**config.mk**
```make
export PLATFORM = sky130hd
export DESIGN_NAME = uart_rx
export DESIGN_NICKNAME = d
export VERILOG_FILES = /design/src/rtl/uart_pkg.sv /design/src/rtl/uart_rx_sync.sv /design/src/rtl/uart_rx.sv
export SDC_FILE = /design/constraint.sdc
export NUM_CORES = 1
export LEC_CHECK = 0
export CAP_MARGIN = 40
export CORE_MARGIN = 5
export CORE_UTILIZATION = 32
export CTS_BUF_LIST = sky130_fd_sc_hd__clkbuf_4
export DETAILED_ROUTE_END_ITERATION = 16
export GPL_TIMING_DRIVEN = 0
export MAX_ROUTING_LAYER = met4
export PLACE_DENSITY_LB_ADDON = 0.05
export REMOVE_ABC_BUFFERS = 1
export SYNTH_ARGS = -nofsm -noshare
export SYNTH_HDL_FRONTEND = slang
export SYNTH_SLANG_ARGS = --single-unit
```
**constraint.sdc**
```tcl
create_clock -name clk -period 3.45 [get_ports clk]
set_input_delay 0.69 -clock clk [delete_from_list [all_inputs] [get_ports clk]]
set_output_delay 0.69 -clock clk [all_outputs]
set_load 0.005 [all_outputs]
```
**src/rtl/uart_pkg.sv**
```systemverilog
// Shared UART definitions: receiver state encoding and default frame/baud settings.
package uart_pkg;

    localparam logic [2:0] IDLE   = 3'd0;
    localparam logic [2:0] START  = 3'd1;
    localparam logic [2:0] DATA   = 3'd2;
    localparam logic [2:0] PARITY = 3'd3;
    localparam logic [2:0] STOP   = 3'd4;

    typedef enum logic [2:0] {
        StIdle   = IDLE,
        StStart  = START,
        StData   = DATA,
        StParity = PARITY,
        StStop   = STOP
    } rx_state_e;

    localparam int unsigned DATA_BITS_DEF  = 8;
    localparam int unsigned OVERSAMPLE_DEF = 16;
    localparam int unsigned BAUDRATE       = 9600;
    localparam int unsigned CLK_HZ         = 100_000_000;

    // Clocks per oversampling tick; consumed by the baud tick generator.
    localparam int unsigned TICK_DIV = CLK_HZ / (BAUDRATE * OVERSAMPLE_DEF);

endpackage

```
**src/rtl/uart_rx_sync.sv**
```systemverilog
// Two-flop synchronizer for the raw RX pin plus a delayed copy for falling-edge detection.
module uart_rx_sync (
    input  logic clk,
    input  logic rst,
    input  logic rx_i,
    output logic rx_s_o,
    output logic fall_edge_o
);

    logic meta_q;
    logic rx_s_q;
    logic rx_prev_q;

    // Idle-high line: flops reset to 1 so reset release never looks like a start edge.
    always_ff @(posedge clk or posedge rst) begin
        if (rst) begin
            meta_q    <= 1'b1;
            rx_s_q    <= 1'b1;
            rx_prev_q <= 1'b1;
        end else begin
            meta_q    <= rx_i;
            rx_s_q    <= meta_q;
            rx_prev_q <= rx_s_q;
        end
    end

    assign rx_s_o      = rx_s_q;
    assign fall_edge_o = rx_prev_q & ~rx_s_q;

endmodule

```
**src/rtl/uart_rx.sv**
```systemverilog
// Oversampling UART receiver, LSB first, idle-high line, 8N1 by default.
// Define UART_RX_PARITY_EN for an even-parity bit between data and stop, reported on parity_err_o.
module uart_rx
    import uart_pkg::*;
#(
    parameter int unsigned DATA_BITS  = DATA_BITS_DEF,
    parameter int unsigned OVERSAMPLE = OVERSAMPLE_DEF
) (
    input  logic                 clk,
    input  logic                 rst,
    input  logic                 b_tick_i,
    input  logic                 rx_i,
    output logic [DATA_BITS-1:0] rx_data_o,
    output logic                 rx_done_o,
    output logic                 frame_err_o
`ifdef UART_RX_PARITY_EN
    ,
    output logic                 parity_err_o
`endif
);

    localparam int unsigned TW = $clog2(OVERSAMPLE);
    localparam int unsigned BW = (DATA_BITS > 1) ? $clog2(DATA_BITS) : 1;

    localparam logic [TW-1:0] TICK_HALF = TW'(OVERSAMPLE / 2 - 1);
    localparam logic [TW-1:0] TICK_LAST = TW'(OVERSAMPLE - 1);
    localparam logic [BW-1:0] BIT_LAST  = BW'(DATA_BITS - 1);

    logic rx_s;
    logic fall_edge;

    uart_rx_sync u_sync (
        .clk         (clk),
        .rst         (rst),
        .rx_i        (rx_i),
        .rx_s_o      (rx_s),
        .fall_edge_o (fall_edge)
    );

    rx_state_e            state_q;
    logic [TW-1:0]        tick_cnt_q;
    logic [BW-1:0]        bit_cnt_q;
    logic [DATA_BITS-1:0] shift_q;
    logic [DATA_BITS-1:0] rx_data_q;
    logic                 rx_done_q;
    logic                 frame_err_q;
`ifdef UART_RX_PARITY_EN
    logic                 parity_bit_q;
    logic                 parity_err_q;
`endif

    always_ff @(posedge clk or posedge rst) begin
        if (rst) begin
            state_q      <= StIdle;
            tick_cnt_q   <= '0;
            bit_cnt_q    <= '0;
            shift_q      <= '0;
            rx_data_q    <= '0;
            rx_done_q    <= 1'b0;
            frame_err_q  <= 1'b0;
`ifdef UART_RX_PARITY_EN
            parity_bit_q <= 1'b0;
            parity_err_q <= 1'b0;
`endif
        end else begin
            rx_done_q <= 1'b0;
            case (state_q)
                StIdle: begin
                    // b_tick is deliberately ignored here; counting starts in StStart.
                    if (fall_edge) begin
                        state_q    <= StStart;
                        tick_cnt_q <= '0;
                    end
                end
                StStart: begin
                    if (b_tick_i) begin
                        if (tick_cnt_q == TICK_HALF) begin
                            if (!rx_s) begin
                                state_q    <= StData;
                                tick_cnt_q <= '0;
                                bit_cnt_q  <= '0;
                            end else begin
                                state_q <= StIdle;
                            end
                        end else begin
                            tick_cnt_q <= tick_cnt_q + TW'(1);
                        end
                    end
                end
                StData: begin
                    if (b_tick_i) begin
                        if (tick_cnt_q == TICK_LAST) begin
                            shift_q    <= {rx_s, shift_q[DATA_BITS-1:1]};
                            tick_cnt_q <= '0;
                            if (bit_cnt_q == BIT_LAST) begin
`ifdef UART_RX_PARITY_EN
                                state_q <= StParity;
`else
                                state_q <= StStop;
`endif
                            end else begin
                                bit_cnt_q <= bit_cnt_q + BW'(1);
                            end
                        end else begin
                            tick_cnt_q <= tick_cnt_q + TW'(1);
                        end
                    end
                end
`ifdef UART_RX_PARITY_EN
                StParity: begin
                    if (b_tick_i) begin
                        if (tick_cnt_q == TICK_LAST) begin
                            parity_bit_q <= rx_s;
                            tick_cnt_q   <= '0;
                            state_q      <= StStop;
                        end else begin
                            tick_cnt_q <= tick_cnt_q + TW'(1);
                        end
                    end
                end
`endif
                StStop: begin
                    // Leave mid stop bit so an immediately following start edge is not missed.
                    if (b_tick_i) begin
                        if (tick_cnt_q == TICK_LAST) begin
                            rx_data_q    <= shift_q;
                            frame_err_q  <= ~rx_s;
                            rx_done_q    <= 1'b1;
`ifdef UART_RX_PARITY_EN
                            parity_err_q <= parity_bit_q ^ (^shift_q);
`endif
                            tick_cnt_q   <= '0;
                            state_q      <= StIdle;
                        end else begin
                            tick_cnt_q <= tick_cnt_q + TW'(1);
                        end
                    end
                end
                default: state_q <= StIdle;
            endcase
        end
    end

    assign rx_data_o   = rx_data_q;
    assign rx_done_o   = rx_done_q;
    assign frame_err_o = frame_err_q;
`ifdef UART_RX_PARITY_EN
    assign parity_err_o = parity_err_q;
`endif

endmodule

```
==> impl_metrics.json <==
{
  "status": "complete, no violations",
  "ys_ff_latch": 31,
  "grt_pass1_wl_um": 4280,
  "gp_congestion": 0.768,
  "worstMarginPinSlew_ns": 0.544,
  "via_per_inst": 4.87,
  "cp_top_family": "compound AO/OA/AOI/OAI gates",
  "antenna_found_initial": 0,
  "cp-end-kind": "register",
  "maxCapViolCount": 0,
  "max_stage_delay_ns": 0.56,
  "async_flop_share_pct": 100,
  "worstPathArrival_ns": 2.39,
  "die_h_um": 76.6,
  "clk_pin_slew_worst_paths_ns": 0.09,
  "drive_gt1_share_pct": 26.9,
  "dr.pass1.iters": 4,
  "cts-root-buf": "clkbuf_4",
  "p_leak_nw": 0.786,
  "crit_fanout": 7,
  "cts_made_buffers": 5,
  "rsz0062_at_grt": "no",
  "grt_pass1_vias": 876,
  "syn_inst": 112,
  "synthDistinctLibCells": 32,
  "p_switching_mw": 0.325,
  "fin_nets": 137,
  "hp-class": "reg -> reg",
  "clkPwrFrac_pct": 26.4,
  "clk_path_buf_depth": 2,
  "period_share_pct": 63.3,
  "switching_share_pct": 31.3,
  "worstPathRequired_ns": 3.65,
  "slowest_stage": "clkdlybuf4s50_1",
  "start_kind": "input pin",
  "ir_drop_mv": 0.222,
  "io_buffers": 13,
  "crit_chain": "clkdlybuf4s50_1 -> a221o_1 -> a32oi_4 -> nor2_2 -> a221o_1",
  "io_pins": 14,
  "antenna_cells": 0,
  "cts_tree": "yes",
  "tns_ns": 0,
  "fp-row-count": 24,
  "syn_area_um2": 1420,
  "setup_viol": 0,
  "timing.final.ws_setup_ns": 1.27,
  "first_iter_violations": 30,
  "detail-route-antenna-nets": 0,
  "seq_power_share_pct": 46.1,
  "h-tree-depth": 2,
  "total_power_mw": 1.04,
  "avgSynthCellArea_um2": 12.7,
  "wl_per_cell_um": 13.3,
  "cts_setup_buffers": 0,
  "syn_to_final_growth_pct": 19.3,
  "timing.hold.ws_ns": 0.360,
  "clock-sinks": 31,
  "power_density_nw_per_um2": 613,
  "synth_flop_cell": "dfrtp_1",
  "grt_max_degree": 21,
  "crit_buf_inv": 1,
  "core_um2": 4320,
  "fin_skew_ns": 0.00589,
  "maxSlewViolCount": 0,
  "drc": 0,
  "hold_viol": 0,
  "ys_warn_count": 0,
  "wl_um": 2430,
  "die_area_um2": 5870,
  "postCtsHoldBufs": 0,
  "synth_edf_count": 0,
  "min_period_ns": 2.18,
  "p_int_mw": 0.713,
  "track_usage_pct": 9.53,
  "die_x_um": 76.6,
  "grt_overflow_total": 0,
  "slew_headroom_pct": 63.7,
  "fillers": 436,
  "place_hpwl_um": 1760,
  "place_ws_ns": 0.925,
  "ys_seq_area_share_pct": 54.9,
  "crit_path_frequent_cell": "a221o_1",
  "max_clock_freq_ghz": 0.458,
  "vias": 886,
  "start_util_pct": 32.8,
  "pwr-share-comb_pct": 27.5,
  "clk_latency_ns": 0.31,
  "cts_resized": 0,
  "critPathKind": "in -> reg"
}
power by group through the flow:
stage          registers [mW]  logic, mW  clock network (mW)
3_3_place_gp            0.487      0.281                   0
3_5_place_dp            0.489      0.287                   0
6_report                0.479      0.285               0.274
2_1_floorplan           0.471      0.235                   0
5_1_grt                 0.490      0.324               0.305
4_1_cts                 0.481      0.289               0.289
path summary, 6_finish.rpt:
path | from | end | slack, ns | cells after the start
hold reg to reg | u_sync.meta_q | u_sync.rx_s_o | 0.36 | 0
setup / recovery | b_tick_i | tick_cnt_q[3] | 1.27 | 5
max in group asynchronous | rst | u_sync.rx_prev_q | 2.18 | 3
hold / removal | u_sync.meta_q | u_sync.rx_s_o | 0.36 | 0
setup reg to reg | tick_cnt_q[0] | shift_q[7] | 1.61 | 5
min in group asynchronous | rst | rx_data_o[1] | 0.71 | 2
cell usage in the layout, fill, tap and decap left out, types with 3 or more instances in the layout:
cell,Yosys,routed
ha_1,3,3
nor2_2,3,3
mux2i_1,4,4
nor3_1,3,3
nor2_1,6,6
dfstp_2,3,3
inv_1,5,5
mux2_2,17,17
dfrtp_1,28,28
clkbuf_4,0,6
clkdlybuf4s50_1,0,13
nand2_1,12,12
cell type report:
cell class              instances  area (µm²)  area share (%)
repair buffers                 14         158            9.31
multi-input cells              72         593            35.0
clock buffers                   6        45.0            2.66
well taps                      52        65.1            3.84
flip-flops and latches         31         779            46.0
clock inverters                 1        30.0            1.77
inverters                       6        22.5            1.33
synthesized netlist by cell type (3+ instances only):
library cell	instances	area (µm²)
dfrtp_1	28	701
dfstp_2	3	78.8
ha_1	3	37.5
inv_1	5	18.8
mux2_2	17	191
mux2i_1	4	40.0
nand2_1	12	45.0
nor2_1	6	22.5
nor2_2	3	18.8
nor3_1	3	15.0
flip-flops by register name (all words and copies together), names as in the netlist:
name,flops
bit_cnt_q,3
frame_err_o,1
rx_data_o,8
rx_done_o,1
shift_q,8
state_q,3
tick_cnt_q,4
u_sync.meta_q,1
u_sync.rx_prev_q,1
u_sync.rx_s_o,1
per-stage QoR:
| stage | util, % | area, µm² | instances |
|---|---|---|---|
| after CTS | 39.1 | 1690 | 182 |
| after global placement | 36.8 | 1590 | 174 |
| after global routing | 39.1 | 1690 | 182 |
| after floorplan | - | 1400 | 109 |
| after detailed placement | 37.4 | 1620 | 175 |
| final | 39.1 | 1690 | 182 |
metal layers:
layer | vias up | track usage, % | routed length [µm]
met4 | 0 | 4.37 | 24
met2 | 13 | 12.9 | 1120
met1 | 440 | 12.3 | 1200
met5 | - | - | 0
li1 | 431 | - | -
met3 | 2 | 3.90 | 85
cells by family after synthesis:
family          count (synthesis)  share of synthesized area, %
compound gates                 14                          9.35
xor+xnor                        2                          1.23
fa+ha+maj                       3                          2.65
buf+inv                         9                          3.26
flops                          31                          54.9
mux                            22                          17.1
simple gates                   31                          11.5
No activity file was read; power rests on OpenSTA's default activity.
